[src/rtl/aes_round_ctrl_pkg.sv]
// ============================================================================
// Module : aes_pkg
// Brief  : Shared types and constants for the AES-128 round controller.
// Rev    : 1.0  initial release
// ============================================================================
`default_nettype none

package aes_pkg;

    typedef enum logic [2:0] {
        ST_IDLE  = 3'd0,
        ST_INIT  = 3'd1,
        ST_SUB   = 3'd2,
        ST_UPD   = 3'd3,
        ST_LATCH = 3'd4,
        ST_DONE  = 3'd5
    } ctrl_state_t;

    localparam int         NROUNDS   = 10;
    localparam logic [7:0] RCON_INIT = 8'h01;

    // GF(2^8) multiply-by-two; also used by the MixColumns datapath.
    function automatic logic [7:0] xtime(input logic [7:0] b);
        xtime = {b[6:0], 1'b0} ^ (b[7] ? 8'h1B : 8'h00);
    endfunction

endpackage

`default_nettype wire

[src/rtl/aes_round_ctrl_if.sv]
// ============================================================================
// Module : aes_round_ctrl_if
// Brief  : Load strobe and datapath control bundle of the AES round sequencer.
// Rev    : 1.0  initial release
// ============================================================================
`default_nettype none

interface aes_round_ctrl_if;

    logic       load;
    logic       state_init;
    logic       sub_en;
    logic       upd_en;
    logic       mix_bypass;
    logic [3:0] round;
    logic [7:0] rcon;
    logic       ct_latch;
    logic       busy;
    logic       done;

    // Controller side.
    modport master (
        input  load,
        output state_init, sub_en, upd_en, mix_bypass, round, rcon,
        output ct_latch, busy, done
    );

    // MCU / datapath side.
    modport slave (
        output load,
        input  state_init, sub_en, upd_en, mix_bypass, round, rcon,
        input  ct_latch, busy, done
    );

endinterface

`default_nettype wire

[src/rtl/aes_round_ctrl_load_sync.sv]
// ============================================================================
// Module : load_sync
// Brief  : Multi-flop synchronizer with rise/fall pulse detection.
// Rev    : 1.0  initial release
// ============================================================================
`default_nettype none

module load_sync #(
    parameter int   STAGES    = 2,
    parameter logic RESET_VAL = 1'b1
) (
    input  logic clk,
    input  logic reset_n,
    input  logic async_i,
    output logic rise_o,
    output logic fall_o
);

    logic [STAGES-1:0] sync_q;
    logic              delay_q;
    logic              level_s;

    // Resetting to RESET_VAL keeps a held-high strobe from looking like an edge.
    always_ff @(posedge clk or negedge reset_n) begin
        if (!reset_n) begin
            sync_q  <= {STAGES{RESET_VAL}};
            delay_q <= RESET_VAL;
        end else begin
            sync_q  <= {sync_q[STAGES-2:0], async_i};
            delay_q <= sync_q[STAGES-1];
        end
    end

    assign level_s = sync_q[STAGES-1];
    assign rise_o  =  level_s & ~delay_q;
    assign fall_o  = ~level_s &  delay_q;

endmodule

`default_nettype wire

[src/rtl/aes_round_ctrl.sv]
// ============================================================================
// Module : aes_round_ctrl
// Brief  : AES-128 round sequencer: INIT, ten two-cycle rounds, ciphertext latch.
// Rev    : 1.0  initial release
// ============================================================================
`default_nettype none

module aes_round_ctrl
    import aes_pkg::*;
#(
    parameter int SYNC_STAGES = 2,
    parameter int NROUNDS     = 10
) (
    input  logic                   clk,
    input  logic                   reset_n,
    aes_round_ctrl_if.master       bus
);

    localparam logic [3:0] LAST_ROUND = 4'(NROUNDS);

    logic        load_rise;
    logic        load_fall;

    ctrl_state_t state_q, state_d;
    logic [3:0]  round_q, round_d;
    logic [7:0]  rcon_q,  rcon_d;

    logic        state_init_w;
    logic        sub_en_w;
    logic        upd_en_w;
    logic        mix_bypass_w;
    logic [3:0]  round_w;
    logic [7:0]  rcon_w;
    logic        ct_latch_w;
    logic        busy_w;
    logic        done_w;

    load_sync #(
        .STAGES    (SYNC_STAGES),
        .RESET_VAL (1'b1)
    ) u_load_sync (
        .clk     (clk),
        .reset_n (reset_n),
        .async_i (bus.load),
        .rise_o  (load_rise),
        .fall_o  (load_fall)
    );

    always_ff @(posedge clk or negedge reset_n) begin
        if (!reset_n) begin
            state_q <= ST_IDLE;
            round_q <= 4'd0;
            rcon_q  <= 8'h00;
        end else begin
            state_q <= state_d;
            round_q <= round_d;
            rcon_q  <= rcon_d;
        end
    end

    // Outputs decode from state only, so an asynchronous reset clears them at once.
    always_comb begin
        state_d      = state_q;
        round_d      = round_q;
        rcon_d       = rcon_q;
        state_init_w = 1'b0;
        sub_en_w     = 1'b0;
        upd_en_w     = 1'b0;
        mix_bypass_w = 1'b0;
        round_w      = 4'd0;
        rcon_w       = 8'h00;
        ct_latch_w   = 1'b0;
        busy_w       = 1'b0;
        done_w       = 1'b0;

        case (state_q)
            ST_IDLE: begin
                round_d = 4'd0;
                rcon_d  = 8'h00;
                if (load_fall) begin
                    state_d = ST_INIT;
                end
            end

            ST_INIT: begin
                state_init_w = 1'b1;
                busy_w       = 1'b1;
                round_d      = 4'd1;
                rcon_d       = RCON_INIT;
                state_d      = load_rise ? ST_IDLE : ST_SUB;
            end

            ST_SUB: begin
                sub_en_w = 1'b1;
                busy_w   = 1'b1;
                round_w  = round_q;
                rcon_w   = rcon_q;
                state_d  = load_rise ? ST_IDLE : ST_UPD;
            end

            ST_UPD: begin
                upd_en_w     = 1'b1;
                busy_w       = 1'b1;
                round_w      = round_q;
                rcon_w       = rcon_q;
                mix_bypass_w = (round_q == LAST_ROUND);
                if (load_rise) begin
                    state_d = ST_IDLE;
                end else if (round_q < LAST_ROUND) begin
                    round_d = round_q + 4'd1;
                    rcon_d  = xtime(rcon_q);
                    state_d = ST_SUB;
                end else begin
                    state_d = ST_LATCH;
                end
            end

            ST_LATCH: begin
                ct_latch_w = 1'b1;
                busy_w     = 1'b1;
                state_d    = load_rise ? ST_IDLE : ST_DONE;
            end

            ST_DONE: begin
                done_w = 1'b1;
                if (load_rise) begin
                    state_d = ST_IDLE;
                end
            end

            default: begin
                state_d = ST_IDLE;
            end
        endcase
    end

    assign bus.state_init = state_init_w;
    assign bus.sub_en     = sub_en_w;
    assign bus.upd_en     = upd_en_w;
    assign bus.mix_bypass = mix_bypass_w;
    assign bus.round      = round_w;
    assign bus.rcon       = rcon_w;
    assign bus.ct_latch   = ct_latch_w;
    assign bus.busy       = busy_w;
    assign bus.done       = done_w;

endmodule

`default_nettype wire

[src/flat_wrapper.sv]
// flat-port wrapper written by rule: the top's interface ports become plain ports
module aes_round_ctrl_flat import aes_pkg::*;
#(
    parameter int SYNC_STAGES = 2,
    parameter int NROUNDS     = 10
)
  (clk, reset_n, bus_load, bus_state_init, bus_sub_en, bus_upd_en, bus_mix_bypass, bus_round, bus_rcon, bus_ct_latch, bus_busy, bus_done);
  aes_round_ctrl_if bus_i ();
  input  logic clk;
  input  logic reset_n;
  input wire logic [$bits(bus_i.load)-1:0] bus_load;
  output wire logic [$bits(bus_i.state_init)-1:0] bus_state_init;
  output wire logic [$bits(bus_i.sub_en)-1:0] bus_sub_en;
  output wire logic [$bits(bus_i.upd_en)-1:0] bus_upd_en;
  output wire logic [$bits(bus_i.mix_bypass)-1:0] bus_mix_bypass;
  output wire logic [$bits(bus_i.round)-1:0] bus_round;
  output wire logic [$bits(bus_i.rcon)-1:0] bus_rcon;
  output wire logic [$bits(bus_i.ct_latch)-1:0] bus_ct_latch;
  output wire logic [$bits(bus_i.busy)-1:0] bus_busy;
  output wire logic [$bits(bus_i.done)-1:0] bus_done;
  assign bus_i.load = bus_load;
  assign bus_state_init = bus_i.state_init;
  assign bus_sub_en = bus_i.sub_en;
  assign bus_upd_en = bus_i.upd_en;
  assign bus_mix_bypass = bus_i.mix_bypass;
  assign bus_round = bus_i.round;
  assign bus_rcon = bus_i.rcon;
  assign bus_ct_latch = bus_i.ct_latch;
  assign bus_busy = bus_i.busy;
  assign bus_done = bus_i.done;
  aes_round_ctrl #(.SYNC_STAGES(SYNC_STAGES), .NROUNDS(NROUNDS)) u_core (.clk(clk), .reset_n(reset_n), .bus(bus_i));
endmodule
[config.mk]
export PLATFORM = sky130hd
export DESIGN_NAME = aes_round_ctrl_flat
export DESIGN_NICKNAME = d
export VERILOG_FILES = /design/src/rtl/aes_round_ctrl_pkg.sv /design/src/rtl/aes_round_ctrl_if.sv /design/src/rtl/aes_round_ctrl_load_sync.sv /design/src/rtl/aes_round_ctrl.sv /design/src/flat_wrapper.sv
export SDC_FILE = /design/constraint.sdc
export NUM_CORES = 1
export LEC_CHECK = 0
export ABC_AREA = 1
export CORE_MARGIN = 2
export CORE_UTILIZATION = 35
export DETAILED_ROUTE_END_ITERATION = 8
export DONT_BUFFER_PORTS = 1
export PLACE_DENSITY = 0.47
export SLEW_MARGIN = 30
export SYNTH_ARGS = -nofsm -noshare
export SYNTH_HDL_FRONTEND = slang
export SYNTH_HIERARCHICAL = 1
export SYNTH_SLANG_ARGS = --single-unit
[constraint.sdc]
create_clock -name clk -period 1.43 [get_ports clk]
set_input_delay 0.286 -clock clk [delete_from_list [all_inputs] [get_ports clk]]
set_output_delay 0.286 -clock clk [all_outputs]
set_load 0.02 [all_outputs]
==> reports/metrics.cfg <==
[status]
status = finished with violations
violations = DRC, setup timing

[sta]
layout_setup_ws_ns = -0.104
rsz0062_at_grt = yes
fin_skew_ns = 0.0125
fmax_mhz = 652
tightest_slew_ns = 0.425
relSlewSlack_pct = 71.6
hold_viol = 0
min_period_ns = 1.53
finalCritPeriodShare_pct = 107
hold_slack_ns = 0.363
setup_viol_count_final = 19
slew_viol_final = 0

[route]
postRouteAntennaNets = 0
dr.pass1.iters = 8
maxUsedRoutingLayer = met4
route.met2.wl_um = 1170
dr_wl_met3_um = 107
via_per_inst = 4.67
drc = 2
wl_per_cell_um = 11.9
vias = 975
finalWirelength_um = 2490
wl_met1_um = 1180
dr.first_iter.drc_count = 22

[clocking]
htree_levels = 1
cts.root.buffer_cell = clkbuf_4
clk-insertion-delay-late_ns = 0.29
clk_path_buf_depth = 2
cts_tree = done
path_clk_slew_ns = 0.11
cts_num_sinks = 18
numCtsBuffers = 3

[critical_path]
cp-end-kind = output pin
crit_required_ns = 1.14
path_max_fanout = 6
crit_arrival_ns = 1.25
path_class = register to output pin
crit_buf_inv = 1
crit_family = flip-flops
start_kind = register
cp_slowest_cell = dfrtp_2
path_cells = ha_1 -> nand3_1 -> nor2_4 -> buf_6
critPathMaxStageDelay_ns = 0.45

[logic_synthesis]
synth.distinct_cells = 20
synth_top_area_share_pct = 35.7
synth_edf_count = 0
yosysWarnings = 6
synthArstFlopShare_pct = 100
syn_area_um2 = 1050
synth_nets = 153
yosysTopAreaCell = dfrtp_1
synth_ff_type = dfrtp_1
ys_ff_latch = 18
synth_area_leaders = dfrtp_1 36%, nand2_1 13%, nor2_1 11%
avgSynthCellArea_um2 = 7.10
ys_seq_area_share_pct = 43.2
post-synth-top-count-cell = nand2_1
synth_commonest_cells = 35 x nand2_1, 31 x nor2_1, 21 x inv_1
synth_cells = 148

[pwr]
p_per_area_nw_per_um2 = 1530
peakVddDrop_v = 0.000723
swShare_pct = 46.4
switchingPower_w = 0.00105
internal-power_w = 0.00122
p_leak_nw = 0.717
pwr-share-seq_pct = 30.3
pwr-share-comb_pct = 58.1
pwr-share-clk_pct = 11.6

[global_routing]
antenna_found_initial = 0
grt_overflow = 0
grt_pass1_vias = 999
grt_pass1_wl_um = 4230
track_usage_pct = 16.2
grt_max_degree = 19

[job]
maxCapViolations = 0

[finish]
antenna_cells = 0
syn_to_final_growth_pct = 41.4
fin_area_um2 = 1490
nNetsFinal = 184
fillerInstances = 288
drive_gt1_share_pct = 39.3

[placement]
place_area_um2 = 1230
port_buffers = 0
dp_slack_ns = 0.0529
hpwl_um = 1750
gp_congestion = 0.902

[die]
initial_core_util_pct = 37.5
die_w_um = 58.8
io_pins = 22
die_area_um2 = 3460
dieHeight_um = 58.8
num_rows = 19
core_area_um2 = 2810

[hold_path]
hold_class = register to register

-- final timing paths --
| path | from | to | slack (ns) | cells after the start |
|---|---|---|---|---|
| max | u_core/round_q[1] | bus_mix_bypass | -0.10 | 4 |
| min | u_core/u_load_sync/sync_q[0] | u_core/u_load_sync/sync_q[1] | 0.36 | 0 |
| max reg2reg | u_core/u_load_sync/sync_q[1] | u_core/state_q[0] | 0.13 | 7 |
| min reg2reg | u_core/u_load_sync/sync_q[0] | u_core/u_load_sync/sync_q[1] | 0.36 | 0 |
| max in group asynchronous | reset_n | u_core/u_load_sync/sync_q[0] | 0.64 | 2 |
| min in group asynchronous | reset_n | u_core/round_q[1] | 0.45 | 2 |
-- per-stage QoR --
| step | TNS, ns | total power, W | utilization (%) | cells |
|---|---|---|---|---|
| 2_1_floorplan | 0 | 0.00135 | - | 148 |
| 5_1_grt | -2.78 | 0.00245 | 53.0 | 209 |
| 3_3_place_gp | 0 | 0.00167 | 43.9 | 197 |
| 4_1_cts | -1.68 | 0.00220 | 50.0 | 208 |
| 6_report | -1.48 | 0.00227 | 53.0 | 209 |
| 3_5_place_dp | 0 | 0.00167 | 43.9 | 197 |
-- metal layers --
| metal | GRT usage [%] | up-vias |
|---|---|---|
| met5 | 0 | - |
| met3 | 2.86 | 4 |
| met2 | 26.2 | 16 |
| met4 | 6.49 | 0 |
| met1 | 21.6 | 450 |
| li1 | - | 505 |
-- registers in the layout, summed over array words and instances (netlist names) --
signal	cells
u_core/u_load_sync/delay_q	1
u_core/u_load_sync/sync_q	2
u_core/state_q	3
u_core/round_q	4
u_core/rcon_q	8
-- cell families after synthesis --
family                   Yosys count  synth area share, %
AND/OR/NAND/NOR                   87                 34.9
buffers and inverters             30                 12.5
flip-flops                        18                 43.2
AO/OA/AOI/OAI                      7                 3.69
XOR/XNOR                           4                 3.33
adder cells (fa/ha/maj)            2                 2.38
-- cell usage in the layout (no fill, tap or decap), types with 3 or more instances in the layout --
cell type	count
nand2_1	32
inv_1	19
buf_4	17
nor2_1	14
nand3_1	14
dfrtp_1	13
buf_6	11
nor2_2	11
nor2_4	7
nand2_2	5
xnor2_1	4
clkbuf_4	3
a21oi_1	3
o21ai_0	3
dfstp_2	3
-- power groups by stage --
| stage | combinational (W) | clock (W) | sequential, W |
|---|---|---|---|
| global route | 0.00145 | 0.000296 | 0.000697 |
| floorplan | 0.000704 | 0 | 0.000645 |
| detailed placement | 0.00100 | 0 | 0.000674 |
| CTS | 0.00124 | 0.000282 | 0.000682 |
| finish | 0.00132 | 0.000263 | 0.000689 |
| global placement | 0.000998 | 0 | 0.000674 |
-- what timing repair did --
item	CTS	global route
hold buffers	2	1
endpoints found under the hold margin	19	15
endpoints found under the setup margin	19	23
gates resized for setup	27	24
pin swaps	0	2
buffers inserted	5	0
-- final cells by class --
class                      instances  area [um2]  share of cell area, %
multi-input combinational        100         567                   38.1
clock buffer                       4        26.3                   1.77
inverter                          23        91.3                   6.14
tap                               31        38.8                   2.61
timing repair buffer              33         307                   20.6
sequential                        18         457                   30.7
(Power assumes the default switching activity.)
